[config.mk]
export PLATFORM = sky130hd
export DESIGN_NAME = id_issue_scoreboard
export DESIGN_NICKNAME = d
export VERILOG_FILES = /design/src/rtl/id_issue_scoreboard.sv
export SDC_FILE = /design/constraint.sdc
export NUM_CORES = 1
export LEC_CHECK = 0
export CAP_MARGIN = 20
export CORE_UTILIZATION = 45
export CTS_BUF_LIST = sky130_fd_sc_hd__clkbuf_16
export CTS_CLUSTER_DIAMETER = 40
export CTS_CLUSTER_SIZE = 28
export DETAILED_ROUTE_END_ITERATION = 8
export GPL_TIMING_DRIVEN = 1
export PLACE_DENSITY = 0.92
export SLEW_MARGIN = 20
export SYNTH_ARGS = -nofsm -noshare
export SYNTH_HDL_FRONTEND = slang
export SYNTH_SLANG_ARGS = --single-unit
[constraint.sdc]
create_clock -name clk -period 4.2 [get_ports clk]
set_clock_uncertainty 0.15 [all_clocks]
set_input_delay 0.42 -clock clk [delete_from_list [all_inputs] [get_ports clk]]
set_output_delay 0.42 -clock clk [all_outputs]
set_load 0.02 [all_outputs]
[src/rtl/id_issue_scoreboard.sv]
// Decode-stage issue unit: drives register file read addresses, tracks pending
// writebacks in a per-register scoreboard, stalls on RAW/WAW and fills ID/EX.
module id_issue_scoreboard #(
  parameter int DATA_W = 32,
  parameter int ADDR_W = 5
) (
  input  logic                   clk,
  input  logic                   rst,
  input  logic                   instr_valid,
  input  logic [ADDR_W-1:0]      src1,
  input  logic [ADDR_W-1:0]      src2,
  input  logic                   use_src1,
  input  logic                   use_src2,
  input  logic [ADDR_W-1:0]      dest,
  input  logic                   wb_req,
  input  logic                   flush,
  output logic [ADDR_W-1:0]      rf_src1,
  output logic [ADDR_W-1:0]      rf_src2,
  input  logic [DATA_W-1:0]      rf_reg1,
  input  logic [DATA_W-1:0]      rf_reg2,
  input  logic                   wb_en,
  input  logic [ADDR_W-1:0]      wb_dest,
  output logic                   stall,
  output logic                   ex_valid,
  output logic                   ex_wb_en,
  output logic [ADDR_W-1:0]      ex_dest,
  output logic [DATA_W-1:0]      ex_val1,
  output logic [DATA_W-1:0]      ex_val2,
  output logic [(1<<ADDR_W)-1:0] busy
);

  localparam int NREG = 1 << ADDR_W;

  logic [NREG-1:0] clr;
  logic [NREG-1:0] set;
  logic [NREG-1:0] eb;
  logic [NREG-1:0] busy_next;
  logic            raw;
  logic            waw;
  logic            hazard;
  logic            issue;
  logic            dest_wr;

  assign rf_src1 = src1;
  assign rf_src2 = src2;

  // A retiring writeback frees its register in the same cycle, since the
  // register file writes on the falling edge and the operand is already new.
  always_comb begin
    clr = '0;
    if (wb_en && (wb_dest != '0)) clr[wb_dest] = 1'b1;
  end

  assign eb      = busy & ~clr;
  assign dest_wr = wb_req & (dest != '0);

  assign raw    = (use_src1 & (src1 != '0) & eb[src1]) |
                  (use_src2 & (src2 != '0) & eb[src2]);
  assign waw    = dest_wr & eb[dest];
  assign hazard = raw | waw;

  assign stall = instr_valid & ~flush & hazard;
  assign issue = instr_valid & ~flush & ~hazard;

  always_comb begin
    set = '0;
    if (issue && dest_wr) set[dest] = 1'b1;
  end

  // OR-ing set after the clear lets a same-cycle set win over a retiring write.
  assign busy_next = eb | set;

  always_ff @(posedge clk) begin
    if (!rst) begin
      busy     <= '0;
      ex_valid <= 1'b0;
      ex_wb_en <= 1'b0;
      ex_dest  <= '0;
      ex_val1  <= '0;
      ex_val2  <= '0;
    end else begin
      busy     <= busy_next;
      ex_valid <= issue;
      ex_wb_en <= issue & dest_wr;
      if (issue) begin
        ex_dest <= dest;
        ex_val1 <= rf_reg1;
        ex_val2 <= rf_reg2;
      end
    end
  end

endmodule
Word level (Yosys, flattened, before mapping)
Cells that the tools add are included.
- magnitude comparators: 6
- multiplexer cells: 12
- bitwise logic cells: 17
- reductions and logical operators: 8
- operators with widths (kind ; count):
    $mux W32 ; 2
    $and A32 B32 Y32 ; 1
    $not A32 Y32 ; 1
    $or A32 B32 Y32 ; 1
    $lt A5 B6 Y1 const B ; 4
    $reduce_bool A5 Y1 ; 4
    $bmux W1 S5 ; 3
    $and A1 B1 Y1 ; 10
    $demux W1 S5 ; 2
    $ge A5 B1 Y1 const B ; 2
    $mux W1 ; 5
    $logic_and A1 B1 Y1 ; 4
    $not A1 Y1 ; 2
    $or A1 B1 Y1 ; 2
- word-level logic and storage cells: 49
- bits of input ports: 92
- register bits after elaboration: 103

Depth between registers and ports, before layout
- word-level depth: 17
- gate-level depth with buffers: 13

Worst setup path before layout
No wires, ideal clock.
- kind: input to register
- start point: input port wb_dest[3]
- end point: register busy[21]
- stages on the path: 10
- setup slack: 1018 ps
- arrival: 2947 ps
- buffers on the path: 3
- cell sequence: buf_2 or4b_4 o21a_1 a41oi_2 a31oi_1 or4_1 or4_1 buf_2 buf_6 o31ai_2
- longest elaborated chain between the ends: 17
- RTL lines (element ; line ; RTL):
    from (decl) ; 22 ; input logic [ADDR_W-1:0] wb_dest,
    $lt A5 B6 Y1 (implied by the code) / $ge A5 B1 Y1 (equally long branches) ; 51 ; if (wb_en && (wb_dest != '0)) clr[wb_dest] = 1'b1;
    $logic_and A1 B1 Y1 (implied by the code) ; 51 ;
    $mux W1 (implied by the code) ; 51 ;
    $demux W1 S5 ; 51 ;
    $mux W32 (*) ; 51 ;
    $not A32 Y32 (*) ; 54 ; assign eb = busy & ~clr;
    $and A32 B32 Y32 (*) ; 54 ;
    $bmux W1 S5 (on tied branches) ; 57, 58 ;
    $mux W1 (on tied branches) ; 57, 58 ;
    $and A1 B1 Y1 (on tied branches) ; 57, 58 ;
    $or A1 B1 Y1 ; 57 ; assign raw = (use_src1 & (src1 != '0) & eb[src1]) |
    $or A1 B1 Y1 ; 60 ; assign hazard = raw | waw;
    $not A1 Y1 ; 63 ; assign issue = instr_valid & ~flush & ~hazard;
    $and A1 B1 Y1 ; 63 ;
    $logic_and A1 B1 Y1 ; 67 ; if (issue && dest_wr) set[dest] = 1'b1;
    $mux W32 ; 67 ;
    $or A32 B32 Y32 (*) ; 71 ; assign busy_next = eb | set;
    to (signal assigned) ; 82 ; busy <= busy_next;
    to (decl) ; 29 ; output logic [(1<<ADDR_W)-1:0] busy
Mark *: on every way between the ends. The rest lies on a longest branch, timed or not. The select of a mux whose other input is x is not followed.
A chain may end at the register's enable or synchronous reset.

Worst setup path after layout
- start point: input port wb_dest[3]
- end point: output port stall
- longest elaborated chain between the ends: 13
- RTL lines (element ; line ; RTL):
    $lt A5 B6 Y1 (implied by the code) / $ge A5 B1 Y1 (equally long branches) ; 51 ;
    $logic_and A1 B1 Y1 (implied by the code) ; 51 ;
    $mux W1 (implied by the code) ; 51 ;
    $demux W1 S5 ; 51 ;
    $mux W32 (*) ; 51 ;
    $not A32 Y32 (*) ; 54 ;
    $and A32 B32 Y32 (*) ; 54 ;
    $bmux W1 S5 (on tied branches) ; 57, 58 ;
    $mux W1 (on tied branches) ; 57, 58 ;
    $and A1 B1 Y1 (on tied branches) ; 57, 58 ;
    $or A1 B1 Y1 ; 57 ;
    $or A1 B1 Y1 (*) ; 60 ;
    $and A1 B1 Y1 (*) ; 62 ; assign stall = instr_valid & ~flush & hazard;
    to (decl) ; 23 ; output logic stall,
Marked as above.

==> results.toml <==
[routing]
avgRoutedWirePerCell_um = 19.2
drtAntennaViolNets = 0
drc_errors = 0
drt_wl_total_um = 20200
vias = 6036
drt_iter0_drc = 475
vias_per_cell = 5.74
first_pass_iters = 6

[yosys]
yosys-top-cells-area = "dfxtp_1 (36%), mux2i_1 (14%), nand2_1 (11%)"
yosys.area.top_type = "dfxtp_1"
yosys-top-cells-count = "nand2_1 (168), dfxtp_1 (103), mux2i_1 (82), clkbuf_1 (40), o21ai_0 (31)"
avgSynthCellArea_sq_um = 8.28
synth_seq_area_share_pct = 36.3
syn_nets = 778
synth-async-reset-ratio_pct = 0
synth_edf_count = 0
synth_seq_cells = 103
yosysWarnings = 0
synth.distinct_cells = 58
synth_flop_cell = "dfxtp_1"
synthDominantCellAreaShare_pct = 36.3
syn_inst = 686
yosysMostFrequentCell = "nand2_1"
syn_area_sq_um = 5680

[worst_setup_path]
slowest_stage = "clkdlybuf4s50_1"
r2r_start = "busy[27]"
path_class = "in -> out"
worst_setup_path_end_kind = "primary output"
cp_max_fo = 10
arrival_ns = 3.63
startpoint = "wb_dest[3]"
worstPathCellList = "clkdlybuf4s50_1 -> nand4b_1 -> o21ai_1 -> mux4_2 -> and2_1 -> o211ai_1 -> or4_1 -> nor2_1 -> nor2_1 -> clkdlybuf4s50_1"
critPathLaunchType = "input pin"
crit_required_ns = 3.63
max_stage_delay_ns = 0.73

[power_and_ir_drop]
combPwrFrac_pct = 22.0
power.switching_mw = 0.673
ir_worst_vdd_v = 0.000235
seqPwrFrac_pct = 44.4
intPower_mw = 1.66
power.density_nw_per_um2 = 282
switching_share_pct = 28.8
p_clk_share_pct = 33.7
power.total_mw = 2.34
p_leak_nw = 3.32

[die]
top_level_ports = 206
fp.dieArea_sq_um = 13100
die_w_um = 114
start_util_pct = 46.7
row_count = 40
fp.dieH_um = 114
core_sq_um = 12200

[place]
dpl.hpwl_um = 14800
routabilityCongestion = 0.976
placed_cell_area_sq_um = 7950
port_buffers = 205

[sta]
min_period_over_period_pct = 100
relSlewSlack_pct = 54.6
slew_viol_final = 0
post-route-min-period_ns = 4.20
tightestPinTransition_ns = 0.682
fmax_ghz = 0.238
report.final.hold_viol_count = 0
setup_violations = 0

[cells_and_area]
fin_area_sq_um = 8290
areaGrowthSynthToFinish_pct = 46.0
fin_nets = 971
drive_above_1_share_pct = 10.6
num_antenna_cells = 0

[grt]
grt.total_usage_pct = 30.5
grt_pass1_vias = 5830
antenna_found_initial = 0
grt_max_degree = 120
grt_pass1_wl_um = 30500
overflow = 0

[flow_run]
maxCapViolations = 0

[clocking]
cts.path.max_buffers = 2
htree_levels = 3
hold_buffers = 0
cts_sinks = 103
numCtsBuffers = 9
cts_tree = "yes"
clock_latency_ns = 0.35
clk_pin_slew_worst_paths_ns = 0.07
cts_root_buffer = "clkbuf_16"

[outcome]
status = "finished, final reports clean"

[worst_hold_path]
hold_start = "ex_val2[30]"
holdCritPathClass = "reg -> reg"
state kept, by name, indices dropped and copies added (netlist names):
name and cells:
ex_valid 1, ex_dest 5, ex_val2 32, ex_val1 32
busy 32, ex_wb_en 1
routing by layer:
metal	global-route usage [%]	up-vias	part of all wire, %
met5	0	-	0
met4	14.5	0	4.6
met3	9.79	69	11
met2	49.6	365	45
met1	36.5	2805	39
li1	-	2797	-
critical path, delay by kind of cell:
| family | cells | cell delay [ns] |
|---|---|---|
| buf+inv | 2 | 1.27 |
| simple gates | 5 | 1.26 |
| compound gates | 2 | 0.39 |
| mux | 1 | 0.28 |
path summary, 6_finish.rpt:
kind	slack, ns	end	cells past startpoint
worst max-delay path	0.0006	stall	10
worst min-delay path	0.31	ex_val2[30]	2
worst max register to register	1.04	busy[5]	9
worst min register to register	0.31	ex_val2[30]	2
power by group through the flow:
stage	combinational, mW	sequential, mW	clock (mW)
finish	0.513	1.04	0.786
global route	0.541	1.04	0.837
CTS	0.502	1.04	0.798
detailed placement	0.498	1.06	0
global placement	0.493	1.05	0
floorplan	0.212	1.10	0
cells by family (layout without fill, tap and decap cells):
group	count (synthesis)	count (layout)	share of synthesized area [%]
AND/OR/NAND/NOR	275	276	22.2
AO/OA/AOI/OAI	130	130	16.3
flip-flops	103	103	36.3
multiplexers	91	91	17.2
buffers and inverters	85	282	7.65
XOR/XNOR	2	2	0.309
layout make-up:
cell class                 count  area [sq um]
clock buffer                   9           225
clock inverter                 7          46.3
fill                         948          3870
inverter                      13          48.8
multi-input combinational    499          3220
sequential                   103          2060
tap                          168           210
timing repair buffer         253          2470
cell usage in the layout, fill, tap and decap left out, types with 3 or more instances in the layout:
cell type and n:
a211o_1 3, a211oi_1 3, a21oi_1 5, a31oi_1 3, and2_1 4, and3_1 3, buf_12 3, buf_4 45
clkbuf_16 9, clkdlybuf4s50_1 202, dfxtp_1 103, inv_1 13, mux2_2 4, mux2i_1 82, mux4_2 5, nand2_1 168
nand2b_1 14, nand3_1 5, nand4_1 7, nor2_1 29, nor2b_1 3, nor3_1 15, o2111ai_1 5, o211ai_1 19
o21a_1 4, o21ai_0 24, o21ai_1 11, o22ai_1 21, o311ai_0 5, o31ai_1 4, o32ai_1 3, or2_2 7
or3_1 3, or4_1 3
repair_timing:
| item | 4_1_cts | 5_1_grt |
|---|---|---|
| setup buffers | 0 | 0 |
| setup endpoints to repair | 0 | 1 |
| gates resized for setup | 0 | 15 |
stage by stage:
stage               setup TNS, ns  worst slack (ns)  utilization (%)  std cells  hold slack, ns
floorplan                       0              1.02                -        686           0.386
global placement                0             0.114             65.3       1034           0.293
detailed placement              0            0.0553             65.3       1034           0.302
CTS                             0            0.0447             67.6       1050           0.305
global route              -0.0257           -0.0257             68.2       1052           0.327
finish                          0          0.000582             68.2       1052           0.308
No activity file was read; power rests on OpenSTA's default activity.
==> edit (same settings) <==
The parameter `DATA_W` goes from 32 to 64.
--- a/src/rtl/id_issue_scoreboard.sv
+++ b/src/rtl/id_issue_scoreboard.sv
@@ -2,5 +2,5 @@
 // writebacks in a per-register scoreboard, stalls on RAW/WAW and fills ID/EX.
 module id_issue_scoreboard #(
-  parameter int DATA_W = 32,
+  parameter int DATA_W = 64,
   parameter int ADDR_W = 5
 ) (
Ports: changed (resized ex_val1, ex_val2, rf_reg1 and rf_reg2); port bits go from 206 to 334. The function was not compared with the original's and may differ.
==> edit against the unedited design <==
- global-route usage up 1.7 points
- count of clock-buffer cells in the layout up 8
- total power up 73%
- design area up 50%
- setup slack better by 77 ps
- register-to-register slack better by 160 ps
- via count up 43%
- clock power up 92%
- worst hold slack worse by 6.8 ps
- wire length up 55%
- area after synthesis up 46%
- sequential cell count up 64
- final cell count up 44%
- sequential share of layout area up 2.0 points
- largest cell class unchanged
==> edit: results (changes against the unedited design) <==
| Metric | Value |
|---|---|
| Worst-path clk slew | `60 ps` |
| Outcome | `completed` |
| CTS H-Tree Depth | `4 (+1)` |
| P_leak | `4.62 nW (+39%)` |
| R2R Path Start | `busy[9]$_SDFF_PN0_` |
| Crit-path max cell delay | `710 ps (-20 ps)` |
| Min-Delay Endpoint | `ex_dest[4]$_SDFFE_PN0P_` |
| Fraction of registers with async set/reset | `0% (unchanged)` |
| Port bufs | `333 (+62%)` |
| Slew @ Worst Pin | `905 ps (+223 ps)` |
| Main synth FF type | `dfxtp_1` |
| Layout cell share with drive strength beyond 1 | `7.97% (-2.7 points)` |
| Worst r2r dst | `ex_val1[56]$_SDFFE_PN0P_` |
| R2r setup slk | `1200 ps (+160 ps)` |
| Top cells by count, synth | `nand2_1 (295), dfxtp_1 (167), mux2i_1 (146)` |
| Largest net degree at the start of global routing | `164 (+37%)` |
| Worst-Skew Late Latency | `420 ps (+70 ps)` |
| DRT Pass-1 Iters | `6 (unchanged)` |
| Critical path's slowest cell | `clkdlybuf4s50_1` |
| Hold WC Path Type | `input port to flop` |
| Final WL | `31400 um (+55%)` |
| Unique masters post-synth | `74 (+28%)` |
| Root Buffer | `clkbuf_16` |
| Pre-CTS setup slack | `145 ps (+89.5 ps)` |
| WP data arrival | `3550 ps (-80 ps)` |
| Total CTS buffers | `17 (+8)` |
| Register area share after synthesis | `40.2% (+3.9 points)` |
| Top post-synthesis cells by area | `dfxtp_1 (40%), mux2i_1 (18%), nand2_1 (13%), clkbuf_1 (2.1%), buf_8 (1.6%)` |
| Overall Global Routing Usage | `32.1% (+1.7 points)` |
| Vias in the first global route | `8595 (+47%)` |
| Crit path max fanout | `9 (-1)` |
| Gpl congestion | `1.00 (+2.8%)` |
| DR iter-0 viols | `733 (+54%)` |
| Post-CTS setup buffer count | `0 (unchanged)` |
| Largest regs | `ex_val1: 64 flops, ex_val2: 64 flops, busy: 32 flops` |
| First-pass GRT wire length | `45800 um (+50%)` |
| Hold path depth | `3 (+1)` |
| Synth warn | `0 (unchanged)` |
| Mapped Nets | `1111 (+43%)` |
| VDD IR max | `317 uV (+35%)` |
| Nets@finish | `1424 (+47%)` |
| Fillers | `1293 (+36%)` |
| Hold path start | `rst` |
| Hpwl dp | `23200 um (+57%)` |
| Worst reg-to-reg path cell count | `11 (+2)` |
| Vias per inst | `5.72 (-0.28%)` |
| Antenna violations before repair | `2 (+2)` |
| Max-slew violations | `0 (unchanged)` |
| Clk buf depth | `2 (unchanged)` |
## edit: changes by cell type after synthesis, sizes merged, moves of 7 or more
cell,delta
nand2,+127
dfxtp,+64
nand2b,-8
mux2i,+64
clkbuf,+7
o22ai,-10
a21boi,+10
or2,-8
a32o,+11
o21ai,-10
## edit: layout make-up
class	instances	area share (%)
antenna	3	0.0603
clock buffer	17	3.41
clock inverter	14	1.07
inverter	11	0.331
multi-input combinational	692	35.4
sequential	167	26.8
tap	229	2.30
timing repair buffer	379	30.6
## edit: cell families (layout without fill, tap and decap cells)
family	after synthesis	in the layout	share of synthesized area, %
muxes	154	154	18.9
DFF	167	167	40.2
xor gates and xnor gates	5	5	0.527
other	0	3	0
AOI/OAI and AO/OA	134	134	12.2
buffers and inverters	96	421	6.82
and+or+nand+nor	399	399	21.3
## edit: per-layer routing
layer | vias to the layer above | routed length, um | global-route usage (%)
li1 | 3955 | - | -
met1 | 4093 | 11300 | 34.4
met2 | 496 | 15700 | 56.2
met3 | 107 | 2940 | 10.1
met4 | 0 | 1510 | 17.5
met5 | - | 0 | 0
## edit: report_power, final
group | internal, mW | leakage, nW | switching [mW]
logic | 0.410 | 2.99 | 0.416
clock network | 0.867 | 0.279 | 0.646
registers | 1.66 | 1.36 | 0.0416
## edit: repair_timing
action,4_1_cts,5_1_grt
hold buffers,0,0
setup endpoints to repair,0,1
gates resized for setup,0,3
hold endpoints to repair,0,0
## edit: critical path: cells and delay by family
| kind | cells | cell delay [ps] |
|---|---|---|
| AO/OA/AOI/OAI | 5 | 1200 |
| buffers and inverters | 5 | 1500 |
| AND/OR/NAND/NOR | 2 | 430 |
## edit: how the worst max path moves through the flow
stage | from | slack (ps) | to | cells past startpoint
2_1_floorplan | src2[0] | 1230 | stall | 9
3_3_place_gp | wb_dest[1] | 150 | stall | 9
3_5_place_dp | wb_dest[1] | 140 | ex_val1[56]$_SDFFE_PN0P_ | 11
4_1_cts | wb_dest[4] | 170 | stall | 12
5_1_grt | wb_dest[4] | 30 | stall | 12
6_report | wb_dest[4] | 80 | stall | 12
## edit: per-stage QoR
stage | cell area [sq um] | util (%) | total power [mW] | instances | hold WS (ps)
finish | 12500 | 69.1 | 4.04 | 1512 | 302
detailed placement | 11900 | 65.9 | 2.54 | 1478 | 296
CTS | 12400 | 69.0 | 4.05 | 1509 | 285
global placement | 11900 | 65.9 | 2.53 | 1478 | 291
global route | 12500 | 69.1 | 4.16 | 1511 | 299
floorplan | 8310 | - | 2.14 | 955 | 383
